File: config.mk
export PLATFORM = sky130hd
export DESIGN_NAME = if_fetch_stage
export DESIGN_NICKNAME = d
export VERILOG_FILES = /design/src/rtl/if_fetch_stage.sv
export SDC_FILE = /design/constraint.sdc
export NUM_CORES = 1
export LEC_CHECK = 0
export ABC_AREA = 0
export CORE_MARGIN = 3
export CORE_UTILIZATION = 45
export CTS_CLUSTER_DIAMETER = 30
export DETAILED_ROUTE_END_ITERATION = 12
export PLACE_DENSITY = 0.77
export SLEW_MARGIN = 20
export SYNTH_ARGS = -nofsm -noshare
export SYNTH_HDL_FRONTEND = slang
export SYNTH_SLANG_ARGS = --single-unit
File: constraint.sdc
create_clock -name clk -period 2.1 [get_ports clk]
set_input_delay 0.42 -clock clk [delete_from_list [all_inputs] [get_ports clk]]
set_output_delay 0.42 -clock clk [all_outputs]
set_load 0.05 [all_outputs]
File: src/rtl/if_fetch_stage.sv
// Instruction fetch stage with IF/ID pipeline register for the RV32I core.
// Keeps one imem request outstanding, applies ID redirects and the load-use hold.
module if_fetch_stage #(
  parameter logic [31:0] RESET_PC  = 32'h0000_0000,
  parameter logic [31:0] NOP_INSTR = 32'h0000_0013
) (
  input  logic        clk,
  input  logic        rst_n,
  input  logic        IFWrite,
  input  logic        Branch,
  input  logic        Jump,
  input  logic [31:0] JumpAddr,
  output logic        imem_req,
  output logic [31:0] imem_addr,
  input  logic        imem_valid,
  input  logic [31:0] imem_rdata,
  output logic [31:0] Instruction_id,
  output logic [31:0] PC_id,
  output logic        Valid_id
);

  typedef enum logic [1:0] {S_REQ, S_WAIT, S_BUF, S_DROP} state_e;

  state_e      state_q, state_d;
  logic [31:0] pc_q, pc_d;
  logic [31:0] buf_q, buf_d;
  logic [31:0] instr_q, instr_d;
  logic [31:0] pcid_q, pcid_d;
  logic        vld_q, vld_d;
  logic        req;
  logic        redirect;
  logic [31:0] target;
  logic [31:0] pc_inc;

  assign redirect = (Branch | Jump) & IFWrite;
  assign target   = {JumpAddr[31:2], 2'b00};
  assign pc_inc   = pc_q + 32'd4;

  always_comb begin
    state_d   = state_q;
    pc_d      = pc_q;
    buf_d     = buf_q;
    instr_d   = instr_q;
    pcid_d    = pcid_q;
    vld_d     = vld_q;
    req       = 1'b0;
    imem_addr = pc_q;
    // Any advancing cycle that loads nothing real inserts a bubble.
    if (IFWrite) begin
      instr_d = NOP_INSTR;
      pcid_d  = 32'd0;
      vld_d   = 1'b0;
    end
    case (state_q)
      S_REQ: begin
        req = 1'b1;
        if (redirect) begin
          pc_d    = target;
          state_d = S_DROP;
        end else begin
          state_d = S_WAIT;
        end
      end
      S_WAIT: begin
        if (!imem_valid) begin
          if (redirect) begin
            pc_d    = target;
            state_d = S_DROP;
          end
        end else if (redirect) begin
          pc_d    = target;
          state_d = S_REQ;
        end else if (IFWrite) begin
          instr_d   = imem_rdata;
          pcid_d    = pc_q;
          vld_d     = 1'b1;
          pc_d      = pc_inc;
          req       = 1'b1;
          imem_addr = pc_inc;
        end else begin
          buf_d   = imem_rdata;
          state_d = S_BUF;
        end
      end
      S_BUF: begin
        if (redirect) begin
          pc_d    = target;
          state_d = S_REQ;
        end else if (IFWrite) begin
          instr_d = buf_q;
          pcid_d  = pc_q;
          vld_d   = 1'b1;
          pc_d    = pc_inc;
          state_d = S_REQ;
        end
      end
      S_DROP: begin
        // The squashed response must still drain before a new request.
        if (redirect) pc_d = target;
        if (imem_valid) state_d = S_REQ;
      end
      default: state_d = S_REQ;
    endcase
  end

  assign imem_req = req & rst_n;

  always_ff @(posedge clk or negedge rst_n) begin
    if (!rst_n) begin
      state_q <= S_REQ;
      pc_q    <= RESET_PC;
      buf_q   <= 32'd0;
      instr_q <= NOP_INSTR;
      pcid_q  <= 32'd0;
      vld_q   <= 1'b0;
    end else begin
      state_q <= state_d;
      pc_q    <= pc_d;
      buf_q   <= buf_d;
      instr_q <= instr_d;
      pcid_q  <= pcid_d;
      vld_q   <= vld_d;
    end
  end

  assign Instruction_id = instr_q;
  assign PC_id          = pcid_q;
  assign Valid_id       = vld_q;

endmodule

==> results.py <==
metrics = {
    "clock_network": {
        "cts.sink_count": 131,
        "htree_levels": 4,
        "cts_made_buffers": 17,
        "cts.clk_slew.worst_paths_ps": 60,
        "clock_tree.buffer_depth": 2,
        "clockRootBuffer": "clkbuf_16",
        "clock_insertion_delay_worst_skew_ps": 430,
        "tritoncts": "done",
    },
    "yosys": {
        "synth_async_sr_flop_share": 1.00,
        "synth.yosys.seq_area_share": 0.478,
        "synth_commonest_cells": "128 x dfrtp_1, 62 x a22o_1, 53 x nor2_1, 47 x nand2_1",
        "synth_edf_count": 0,
        "synth-seq-cells": 131,
        "synth_cell_types": 55,
        "warnings_from_yosys": 0,
        "synthesis.area_um2": 6860,
        "netlist_instances": 684,
        "synthDominantAreaCellType": "dfrtp_1",
        "yosys.area.top_type_share": 0.467,
        "syn-num-nets": 759,
        "synth.avg_cell_area_um2": 10.0,
        "synth_most_common_cell": "dfrtp_1",
        "synthTopCellsByArea": "dfrtp_1 47%, a22o_1 7.9%, mux2_2 5.4%",
        "synth_flop_cell": "dfrtp_1",
    },
    "die": {
        "initial_core_util": 0.467,
        "pin_count": 168,
        "die_height_um": 129,
        "die-width_um": 129,
        "placement_rows": 44,
        "core_region_area_um2": 14700,
        "die_area_um2": 16800,
    },
    "grt": {
        "gr-usage-all-layers": 0.289,
        "grt_pass1_wl_mm": 37.7,
        "number_of_antenna_violations_at_the_first_check_in_global_routing": 0,
        "grt_start_max_net_pins": 132,
        "global_route.overflow_total": 0,
        "vias_in_the_first_global_route": 7101,
    },
    "cells_and_area": {
        "final_nets": 1033,
        "n_antenna_cell": 0,
        "synthToLayoutAreaGrowth_pct": 71.5,
        "drive_gt1_frac": 0.380,
        "final.fill_count": 833,
        "multi_input_area_um2": 4230,
        "sequential_cell_area_um2": 3290,
    },
    "route": {
        "wl_per_cell_um": 21.1,
        "totalWireLength_mm": 24.4,
        "number_of_iterations_in_the_first_detailed_routing_pass": 8,
        "number_of_drc_markers_in_iteration_0": 598,
        "dr_total_vias": 6842,
        "via_per_inst": 5.92,
        "postRouteAntennaNets": 0,
        "route.detailed.drc": 0,
    },
    "critical_path": {
        "reg2reg_slack_ps": 10,
        "worst_path_most_repeated_cell": "buf_4",
        "cp_cell_sequence": "buf_4 > nand4_1 > or4_4 > buf_4 > buf_6 > nor3_4 > xor2_2 > buf_12",
        "timing.critical_path.fanout_max": 3,
        "critical-path-slowest-cell": "or4_4",
        "timing.setup.critical_path_class": "flip-flop to primary output",
        "r2r_end": "pc_q[18]",
        "critical_path.reg2reg.startpoint": "pc_q[15]",
        "worstPathRequired_ps": 1680,
        "critical_path.endpoint_type": "primary output",
        "crit_path_max_incr_delay_ps": 560,
        "rr_worst_depth": 10,
        "signal_arrival_time_at_the_worst_endpoint_ps": 2440,
        "worst_setup_path_start_kind": "flip-flop",
    },
    "status": {
        "failing_checks": "setup timing",
        "status": "finished, violations left",
    },
    "pwr": {
        "design_power_total_mw": 16.6,
        "static-leakage-power_nw": 5.32,
        "power.density_nw_per_um2": 1410,
        "proportion_of_power_drawn_by_combinational_gates": 0.566,
        "sw_frac_of_total": 0.423,
        "p_clk_frac": 0.197,
        "switching_power_mw": 7.02,
        "max-vdd-ir-drop_uv": 947,
        "p_int_mw": 9.58,
        "power.sequential.fraction": 0.237,
    },
    "timing": {
        "finClkSkew_ps": 7.35,
        "unrepaired_setup_endpoints_after_global_routing": "yes",
        "final-setup-viol-count": 31,
        "fin_crit_ps": 2860,
        "worst-slew-pin-transition_ps": 716,
        "maxSlewHeadroom": 0.523,
        "count_of_pins_over_their_slew_limit": 0,
        "final.setup.worst_slack_ps": -762,
        "achievable-frequency_mhz": 349,
        "share_of_the_clock_period_used_by_the_worst_path_after_layout": 1.36,
        "finalHoldViolCount": 0,
    },
    "placed_design": {
        "routabilityCongestion": 0.933,
        "detailedPlacementHpwl_mm": 16.1,
        "numPortBuffers": 165,
        "placement.setup.worst_slack_ps": -513,
    },
    "run": {
        "maxCapViolCount": 0,
    },
    "hold_path": {
        "holdCritPathClass": "primary input to asynchronous set/reset pin",
    },
}
-- sequential cells by signal, summed over array words and instances (netlist names) --
name / count
pc_q: 32
buf_q: 32
Valid_id: 1
PC_id: 32
state_q: 2
Instruction_id: 32
-- final cells by class --
type | count | share of cell area
timing repair buffer | 322 | 0.285
inverter | 4 | 0.00128
tap | 184 | 0.0196
sequential | 131 | 0.279
multi-input combinational | 482 | 0.359
clock buffer | 19 | 0.0385
clock inverter | 13 | 0.0167
-- logic make-up (layout without fill, tap and decap cells) --
kind of cell | Yosys count | count (layout) | share of synthesized area
AOI/OAI and AO/OA | 195 | 195 | 0.196
muxes | 36 | 36 | 0.0587
DFF | 131 | 131 | 0.478
adders and majority gates | 5 | 5 | 0.00912
xor gates and xnor gates | 38 | 38 | 0.0485
buffers and inverters | 71 | 358 | 0.0447
and+or+nand+nor | 208 | 208 | 0.165
-- power by group through the flow --
stage | sequential [mW] | combinational (mW) | clock [mW]
after floorplan | 4.49 | 4.16 | 0
after global placement | 3.87 | 8.49 | 0
after detailed placement | 3.92 | 8.67 | 0
after CTS | 3.91 | 8.94 | 3.29
after global routing | 4.02 | 9.87 | 3.42
final | 3.94 | 9.40 | 3.26
-- worst max path at each step --
stage	to	start	cells after the start	slack (ps)
after floorplan	imem_addr[30]	pc_q[3]	7	-440
after global placement	imem_addr[27]	Jump	7	-530
after detailed placement	imem_addr[27]	Jump	7	-510
after CTS	imem_addr[23]	pc_q[3]	8	-720
after global routing	imem_addr[19]	pc_q[3]	8	-810
final	imem_addr[19]	pc_q[3]	8	-760
-- worst max-delay path: cells and delay by family, from the launching register on --
kind	cells	cell delay, ps
buffers and inverters	4	580
XOR/XNOR	1	200
AND/OR/NAND/NOR	3	860
flip-flops	1	370
-- through the flow --
step	hold WS, ps	cells	instance area, um2	utilization	TNS [ps]
2_1_floorplan	124	684	7510	-	-4900
3_3_place_gp	475	1094	10400	0.709	-17200
3_5_place_dp	489	1094	10400	0.709	-18840
4_1_cts	190	1142	11500	0.782	-15020
5_1_grt	198	1155	11800	0.800	-18370
6_report	158	1155	11800	0.800	-16320
-- layout by cell type (no fill, tap or decap), types with 4 or more instances in the layout --
cell type	instances
nor2b_1	24
nor2_4	10
o211ai_1	8
nand2_2	5
dfrtp_2	4
nor3_1	8
buf_6	17
nor2_1	40
a22oi_1	12
clkdlybuf4s50_1	121
o21ai_0	37
dlymetal6s2s_1	5
xnor2_4	16
nor4_4	8
xnor2_1	6
dfrtp_1	124
nand2_4	11
mux2_2	31
clkbuf_16	18
nand2_1	31
nand2b_1	9
buf_4	131
and3_1	6
buf_12	41
nor3_4	5
nand4_1	12
xor2_4	10
nand3_1	6
a21oi_1	43
a31oi_1	4
a211oi_1	5
bufinv_16	4
a22o_1	62
inv_6	4
-- what timing repair did --
item                       in CTS  in global routing
hold buffers                    0                  0
pin swaps                      45                 24
setup buffers                  15                 17
cloned                          1                  1
gates resized for setup        65                 43
setup endpoints to repair      31                 87
-- layer usage --
layer | part of all wire | track usage | up-vias
li1 | - | - | 3019
met1 | 0.39 | 0.356 | 3421
met2 | 0.49 | 0.478 | 330
met3 | 0.080 | 0.0771 | 72
met4 | 0.037 | 0.132 | 0
met5 | 0 | 0 | -
Note: power is estimated with default switching activity, not from simulation.
